==> src/rtl/mc_ctrl.sv <==
// mc_ctrl: multi-cycle MIPS-subset control unit.
// Sequences FETCH/DECODE/EXEC/MEM/WB and drives datapath strobes and selects
// combinationally from the current state and the IR contents.
// Optional feature macro: CTRL_OV_TRAP_EN. When defined, signed add/sub/addi
// overflow in EXEC skips write-back and pulses exc_ov for one cycle.
module mc_ctrl (
  input  logic        clk,
  input  logic        rst_n,
  input  logic [31:0] instr,
  input  logic        mem_ready,
  input  logic        alu_zero,
  input  logic        alu_overflow,
  output logic [3:0]  aluc,
  output logic [1:0]  alu_a_sel,
  output logic [1:0]  alu_b_sel,
  output logic        pc_we,
  output logic        ir_we,
  output logic        mem_req,
  output logic        mem_we,
  output logic        rf_we,
  output logic [1:0]  pc_src_sel,
  output logic [1:0]  rf_dst_sel,
  output logic [1:0]  wb_sel,
  output logic        exc_ov,
  output logic        halted,
  output logic [2:0]  state
);

  typedef enum logic [2:0] {
    S_FETCH  = 3'd0,
    S_DECODE = 3'd1,
    S_EXEC   = 3'd2,
    S_MEM    = 3'd3,
    S_WB     = 3'd4,
    S_HALT   = 3'd5
  } state_t;

  typedef enum logic [3:0] {
    K_NONE, K_RALU, K_IALU, K_LW, K_SW, K_BEQ, K_BNE, K_J, K_JAL, K_JR
  } kind_t;

  state_t      cur;
  state_t      nxt;
  kind_t       kind;
  logic [3:0]  dec_aluc;
  logic [1:0]  dec_asel;
  logic [1:0]  dec_bsel;
  logic        dec_ovchk;
  logic        trap;
  logic        taken;
  logic [5:0]  op;
  logic [5:0]  fn;
  logic        unused_ok;

  assign op        = instr[31:26];
  assign fn        = instr[5:0];
  assign state     = cur;
  assign unused_ok = ^{instr[25:6], alu_overflow, dec_ovchk};

  // Classify the IR into an instruction kind plus its EXEC-phase ALU controls.
  always_comb begin
    kind      = K_NONE;
    dec_aluc  = 4'b0000;
    dec_asel  = 2'd1;
    dec_bsel  = 2'd0;
    dec_ovchk = 1'b0;
    case (op)
      6'h00: begin
        kind = K_RALU;
        case (fn)
          6'h00: begin dec_aluc = 4'b1110; dec_asel = 2'd2; end
          6'h02: begin dec_aluc = 4'b1101; dec_asel = 2'd2; end
          6'h03: begin dec_aluc = 4'b1100; dec_asel = 2'd2; end
          6'h04: dec_aluc = 4'b1110;
          6'h06: dec_aluc = 4'b1101;
          6'h07: dec_aluc = 4'b1100;
          6'h08: kind = K_JR;
          6'h20: begin dec_aluc = 4'b0010; dec_ovchk = 1'b1; end
          6'h21: dec_aluc = 4'b0000;
          6'h22: begin dec_aluc = 4'b0011; dec_ovchk = 1'b1; end
          6'h23: dec_aluc = 4'b0001;
          6'h24: dec_aluc = 4'b0100;
          6'h25: dec_aluc = 4'b0101;
          6'h26: dec_aluc = 4'b0110;
          6'h27: dec_aluc = 4'b0111;
          6'h2A: dec_aluc = 4'b1011;
          6'h2B: dec_aluc = 4'b1010;
          default: kind = K_NONE;
        endcase
      end
      6'h08: begin kind = K_IALU; dec_aluc = 4'b0010; dec_bsel = 2'd2; dec_ovchk = 1'b1; end
      6'h09: begin kind = K_IALU; dec_aluc = 4'b0000; dec_bsel = 2'd2; end
      6'h0A: begin kind = K_IALU; dec_aluc = 4'b1011; dec_bsel = 2'd2; end
      6'h0B: begin kind = K_IALU; dec_aluc = 4'b1010; dec_bsel = 2'd2; end
      6'h0C: begin kind = K_IALU; dec_aluc = 4'b0100; dec_bsel = 2'd3; end
      6'h0D: begin kind = K_IALU; dec_aluc = 4'b0101; dec_bsel = 2'd3; end
      6'h0E: begin kind = K_IALU; dec_aluc = 4'b0110; dec_bsel = 2'd3; end
      6'h0F: begin kind = K_IALU; dec_aluc = 4'b1000; dec_bsel = 2'd3; end
      6'h23: kind = K_LW;
      6'h2B: kind = K_SW;
      6'h04: kind = K_BEQ;
      6'h05: kind = K_BNE;
      6'h02: kind = K_J;
      6'h03: kind = K_JAL;
      default: kind = K_NONE;
    endcase
  end

`ifdef CTRL_OV_TRAP_EN
  assign trap = (cur == S_EXEC) && dec_ovchk && alu_overflow;

  // Register the overflow trap so exc_ov is a one-cycle pulse after EXEC.
  always_ff @(posedge clk or negedge rst_n) begin
    if (!rst_n) exc_ov <= 1'b0;
    else        exc_ov <= trap;
  end
`else
  assign trap   = 1'b0;
  assign exc_ov = 1'b0;
`endif

  // State register; reset abandons any in-flight access and restarts at FETCH.
  always_ff @(posedge clk or negedge rst_n) begin
    if (!rst_n) cur <= S_FETCH;
    else        cur <= nxt;
  end

  // Next-state and datapath controls; everything idles while reset is low.
  always_comb begin
    nxt        = cur;
    aluc       = 4'b0000;
    alu_a_sel  = 2'd0;
    alu_b_sel  = 2'd0;
    pc_we      = 1'b0;
    ir_we      = 1'b0;
    mem_req    = 1'b0;
    mem_we     = 1'b0;
    rf_we      = 1'b0;
    pc_src_sel = 2'd0;
    rf_dst_sel = 2'd0;
    wb_sel     = 2'd0;
    halted     = 1'b0;
    taken      = (kind == K_BEQ) ? alu_zero : !alu_zero;
    case (cur)
      S_FETCH: begin
        mem_req   = 1'b1;
        alu_b_sel = 2'd1;
        if (mem_ready) begin
          ir_we = 1'b1;
          pc_we = 1'b1;
          nxt   = S_DECODE;
        end
      end
      S_DECODE: nxt = (kind == K_NONE) ? S_HALT : S_EXEC;
      S_EXEC: begin
        nxt = S_FETCH;
        case (kind)
          K_RALU, K_IALU: begin
            aluc      = dec_aluc;
            alu_a_sel = dec_asel;
            alu_b_sel = dec_bsel;
            nxt       = trap ? S_FETCH : S_WB;
          end
          K_LW, K_SW: begin
            alu_a_sel = 2'd1;
            alu_b_sel = 2'd2;
            nxt       = S_MEM;
          end
          K_BEQ, K_BNE: begin
            aluc      = 4'b0001;
            alu_a_sel = 2'd1;
            if (taken) begin
              pc_we      = 1'b1;
              pc_src_sel = 2'd1;
            end
          end
          K_J: begin
            pc_we      = 1'b1;
            pc_src_sel = 2'd2;
          end
          K_JAL: begin
            pc_we      = 1'b1;
            pc_src_sel = 2'd2;
            rf_we      = 1'b1;
            rf_dst_sel = 2'd2;
            wb_sel     = 2'd2;
          end
          K_JR: begin
            pc_we      = 1'b1;
            pc_src_sel = 2'd3;
          end
          default: nxt = S_HALT;
        endcase
      end
      S_MEM: begin
        mem_req = 1'b1;
        mem_we  = (kind == K_SW);
        if (mem_ready) nxt = (kind == K_SW) ? S_FETCH : S_WB;
      end
      S_WB: begin
        rf_we = 1'b1;
        nxt   = S_FETCH;
        if (kind == K_LW)        wb_sel     = 2'd1;
        else if (kind == K_RALU) rf_dst_sel = 2'd1;
      end
      S_HALT: halted = 1'b1;
      default: nxt = S_FETCH;
    endcase
    if (!rst_n) begin
      aluc       = 4'b0000;
      alu_a_sel  = 2'd0;
      alu_b_sel  = 2'd0;
      pc_we      = 1'b0;
      ir_we      = 1'b0;
      mem_req    = 1'b0;
      mem_we     = 1'b0;
      rf_we      = 1'b0;
      pc_src_sel = 2'd0;
      rf_dst_sel = 2'd0;
      wb_sel     = 2'd0;
      halted     = 1'b0;
    end
  end

endmodule
==> config.mk <==
export PLATFORM = sky130hd
export DESIGN_NAME = mc_ctrl
export DESIGN_NICKNAME = d
export VERILOG_FILES = /design/src/rtl/mc_ctrl.sv
export SDC_FILE = /design/constraint.sdc
export NUM_CORES = 1
export LEC_CHECK = 0
export ABC_CLOCK_PERIOD_IN_PS = 4260
export CAP_MARGIN = 20
export CORE_MARGIN = 3
export CORE_UTILIZATION = 40
export DETAILED_ROUTE_END_ITERATION = 6
export PLACE_DENSITY = 0.87
export SLEW_MARGIN = 10
export SYNTH_ARGS = -nofsm -noshare
export SYNTH_HDL_FRONTEND = slang
export SYNTH_SLANG_ARGS = --single-unit
==> constraint.sdc <==
create_clock -name clk -period 4.26 [get_ports clk]
set_input_delay 0.639 -clock clk [delete_from_list [all_inputs] [get_ports clk]]
set_output_delay 0.639 -clock clk [all_outputs]
set_load 0.05 [all_outputs]
## After elaboration in Yosys (flattened, before gate mapping)

Index checks and enable logic that the tools add are counted.

| word-level totals | value |
|---|---|
| register bits | 3 |
| latch bits | 0 |
| memory bits (writable) | 0 |
| ROM bits | 0 |
| output and inout bits | 24 |
| memories kept | 0 |

| operators by class | value |
|---|---|
| add/subtract/negate cells | 0 |
| multiply operators | 0 |
| div/mod/pow operators | 0 |
| order comparisons | 0 |
| equality and inequality tests | 46 |
| shift operators | 0 |
| muxes and demuxes | 51 |
| bitwise operators | 1 |
| reduce and logical (&&, ||, !) cells | 22 |

Operator list:

| kind | count |
|---|---|
| 6-bit equality test (second input constant) | 12 |
| 4-bit one-hot mux with 8 select lines | 2 |
| 6-bit by 4-bit equality test with 1-bit output (second input constant) | 9 |
| 4-bit one-hot mux with 12 select lines | 1 |
| 6-bit by 3-bit equality test with 1-bit output (second input constant) | 5 |
| 6-bit by 2-bit equality test with 1-bit output (second input constant) | 4 |
| 2-bit one-hot mux with 2 select lines | 6 |
| 2-bit two-way mux | 10 |
| 1-bit two-way mux | 18 |
| 4-bit by 3-bit equality test with 1-bit output (second input constant) | 4 |
| 4-bit one-hot mux with 2 select lines | 2 |
| 16-bit OR reduction | 1 |
| 2-bit OR reduction | 8 |
| 3-bit one-hot mux with 5 select lines | 1 |
| 6-bit zero test | 2 |
| 3-bit two-way mux | 4 |
| 4-bit OR reduction | 3 |
| 3-bit one-hot mux with 3 select lines | 1 |
| 4-bit by 2-bit equality test with 1-bit output (second input constant) | 2 |
| 4-bit equality test (second input constant) | 2 |
| 4-bit two-way mux | 2 |
| 8-bit OR reduction | 1 |
| 3-bit by 2-bit equality test with 1-bit output (second input constant) | 2 |
| 3-bit equality test (second input constant) | 2 |
| 12 further kinds | 16 |

## Depth between registers and ports, before layout

| logic depth | value |
|---|---|
| word-level depth | 10 |
| gate-level depth with buffers | 7 |

## Worst setup path after synthesis

Ideal clock, no wire load.

| timing | value |
|---|---|
| path kind | in2out |
| start | input instr[0] |
| end | output rf_we |
| arrival | 3.106 ns |
| data required time | 3.621 ns |
| path slack | 0.515 ns |
| stages on the path | 6 |
| path buffers | 1 |
| cell sequence | clkbuf_1 > mux2_2 > nand2_1 > a31o_4 > a211oi_1 > a31o_2 |

| on the way | value |
|---|---|
| cells in the longest elaborated chain, start to end | 8 |

RTL lines:

| item | line | source |
|---|---|---|
| from (decl) | 9 | `input logic [31:0] instr,` |
| 6-bit equality test, or another cell as far along | 70 | `case (fn)` |
| 16-bit OR reduction (no source line) | n/a |  |
| 4-bit one-hot mux with 2 select lines * | 70 |  |
| 4-bit one-hot mux with 8 select lines * | 67 | `case (op)` |
| 4-bit equality test * | 157 | `case (kind)` |
| 1-bit two-way mux * | 157 |  |
| 1-bit one-hot mux with 2 select lines * | 144 | `case (cur)` |
| 1-bit two-way mux * | 209 | `if (!rst_n) begin` |
| to (decl) | 20 | `output logic rf_we,` |

Mark *: on every way between the ends. The rest lies on a longest branch, timed or not.

## Worst setup path after layout

| timing | value |
|---|---|
| start | input instr[31] |
| end | output wb_sel[0] |

| on the way | value |
|---|---|
| cells in the longest elaborated chain, start to end | 7 |

RTL lines:

| item | line | source |
|---|---|---|
| 6-bit by 4-bit equality test with 1-bit output | 67 |  |
| 8-bit OR reduction (no source line) | n/a |  |
| 4-bit one-hot mux with 8 select lines * | 67 |  |
| 4-bit by 2-bit equality test with 1-bit output * | 203 | `if (kind == K_LW) wb_sel = 2'd1;` |
| 1-bit two-way mux * | 203 |  |
| 2-bit one-hot mux with 2 select lines * | 144 |  |
| 2-bit two-way mux * | 209 |  |
| to (decl) | 23 | `output logic [1:0] wb_sel,` |

Marked as above.

==> out/results.ini <==
[run_status]
status = complete, no violations

[global_routing]
grt-ovfl-total = 0
grt_pass1_vias = 1133
grt_pass1_wl_mm = 4.84
grt_max_degree = 13
grt.total_usage_pct = 18.3
antenna_found_initial = 0

[setup_path]
crit_fanout = 11
rr_worst_depth = 4
cp.arrival_ps = 3190
critical_path.most_common_cell = clkdlybuf4s50_1
end_kind = output pin
crit_type = input pin to output pin
critPathSlowestCell = clkdlybuf4s50_1
max_stage_delay_ps = 810
reg2reg_from = state[1]
crit_buf_inv = 2
critPathLaunchType = input pin
worstPathRequired_ps = 3620
path_delay_family = buffers and inverters
rr_endpoint = state[0]
path_cells = clkdlybuf4s50_1, and4b_1, a22oi_1, o311a_1, nand4_1, nor2_1, clkdlybuf4s50_1
r2r_setup_slack_ps = 2760

[cts]
htreeDepth = 1
ctsHoldBuffers = 0
numCtsBuffers = 3
clkSinkCount = 3
insertion_delay_ps = 250
cts-resized-gates = 0
cts_root_buf = clkbuf_4
post-cts-setup-buffers = 0
clkTransAtPathRegs_ps = 40
clockBufferDepth = 2
cts_tree = yes

[floorplan]
coreArea_mm2 = 0.00225
die_area_mm2 = 0.00305
ios = 61
rows = 17
die_h_um = 55.2
initial_core_util_pct = 43.0
die_w_um = 55.2

[timing]
hold_viol_final = 0
fmax_mhz = 261
hold_slack_ps = 637
slew_headroom_pct = 65.9
tns_ps = 0
slew_viol_final = 0
rsz0062_at_grt = no
post-route-min-period_ps = 3830
post-route-period-util_pct = 89.9
worstMarginPinSlew_ps = 508
skew_ps = 11.0
finalSetupViolations = 0

[layout]
finalNetCount = 214
layout_common_cells = clkdlybuf4s50_1, nand2_1, nor2_1
final_common_cell = clkdlybuf4s50_1
nFillCells = 209
syn2layout_area_growth_pct = 42.6
largest_reg_flops = 3
diodes = 0
drive_gt1_share_pct = 17.0

[synthesis]
seq_area_frac_synth_pct = 7.75
synth_nets = 182
netlist_area_um2 = 968
async_reset_ff_share_pct = 100
yosys-top-cells-area = dfrtp_1, nand2_1, nor2_1, nand2b_1, a21oi_1
synth.distinct_cells = 53
synthCells = 145
synth_edf_count = 0
syn_avg_cell_area_um2 = 6.68
synth_seq_cells = 3
synth_top_area_share_pct = 7.75
synth_area_leader_cell = dfrtp_1
yosys_most_used_dff = dfrtp_1
ys_warn_count = 0

[detailed_routing]
routed.top_layer = met4
final_antenna_net_count = 0
route.detailed.drc = 0
vias = 1194
met1_length_mm = 1.16
wl_met3_um = 198
wl_per_cell_um = 14.0
wirelength_mm = 2.85
drt_iter0_markers = 53
wl_met2_mm = 1.48
drt-pass1-iter-count = 4
drt-vias-per-instance = 5.85

[flow_run]
cap_viol_max_count = 0

[hold_path]
timing.hold.worst.class = input pin to async pin

[power_and_ir_drop]
cellPowerDensity_mw_per_mm2 = 261
peakVddDrop_uv = 308
leakage_nw = 0.476

[placement]
dp_hpwl_mm = 2.33
gp_congestion = 0.817
io_buffers = 38

-- stage by stage --
stage,power [mW],instance area [µm²],utilization (%),cells,worst slack [ps]
after floorplan,0.239,968,-,145,515
after global placement,0.300,1360,60.1,200,451
after detailed placement,0.308,1360,60.1,200,443
after CTS,0.359,1380,61.3,204,437
after global routing,0.383,1380,61.3,204,248
final,0.361,1380,61.3,204,429
-- worst max path at each step --
stage,slack [ps],to,depth (start not counted),startpoint
floorplan,510,rf_we,6,instr[0]
global placement,450,wb_sel[0],7,instr[31]
detailed placement,440,wb_sel[0],7,instr[31]
CTS,440,wb_sel[0],7,instr[31]
global route,250,wb_sel[0],7,instr[31]
finish,430,wb_sel[0],7,instr[31]
-- worst reg2reg max path: stages (launching register included) --
cell      delay [ps]
dfrtp_1          480
nand2b_1         300
o32ai_1          340
a22oi_1          110
o221ai_1         170
-- area by class of cell --
class	count	area (µm²)	share of cell area (%)
tap	28	35.0	2.54
multi-input combinational	127	807	58.4
sequential	3	75.1	5.43
inverter	2	7.51	0.543
timing repair buffer	40	430	31.2
clock buffer	4	26.3	1.90
-- logic make-up after synthesis --
family | Yosys count | synth area share (%)
and+or+nand+nor | 75 | 43.2
other | 1 | 0.387
buffers and inverters | 15 | 8.91
DFF | 3 | 7.75
muxes | 4 | 4.52
xor gates and xnor gates | 3 | 2.71
AOI/OAI and AO/OA | 44 | 32.6
-- Yosys cell counts, drive strengths merged (2+ instances only) --
cell type and n:
nand2 19, nor2 19, a21oi 9, buf 8, nand2b 7, o21ai 6
a31oi 5, clkbuf 5, nor2b 4, nor3 4, or3 4, a211oi 3
and2 3, dfrtp 3, mux2 3, nand3 3, nand4 3, o22ai 3
a21boi 2, a22oi 2, a31o 2, inv 2, nor3b 2, nor4 2
o31ai 2, o32ai 2, xor2 2
-- where the power goes --
group / switching, mW / total (mW) / internal [mW]
registers: 0.0263 / 0.0649 / 0.0386
clock network: 0.0179 / 0.0532 / 0.0353
logic: 0.148 / 0.243 / 0.0951
total: 0.192 / 0.361 / 0.169
-- per-layer routing --
layer	vias to the layer above	track usage (%)
met5	-	0
met4	0	4.51
met3	2	1.87
met2	50	33.3
met1	543	22.9
li1	599	-
Note: power is estimated with default switching activity, not from simulation.
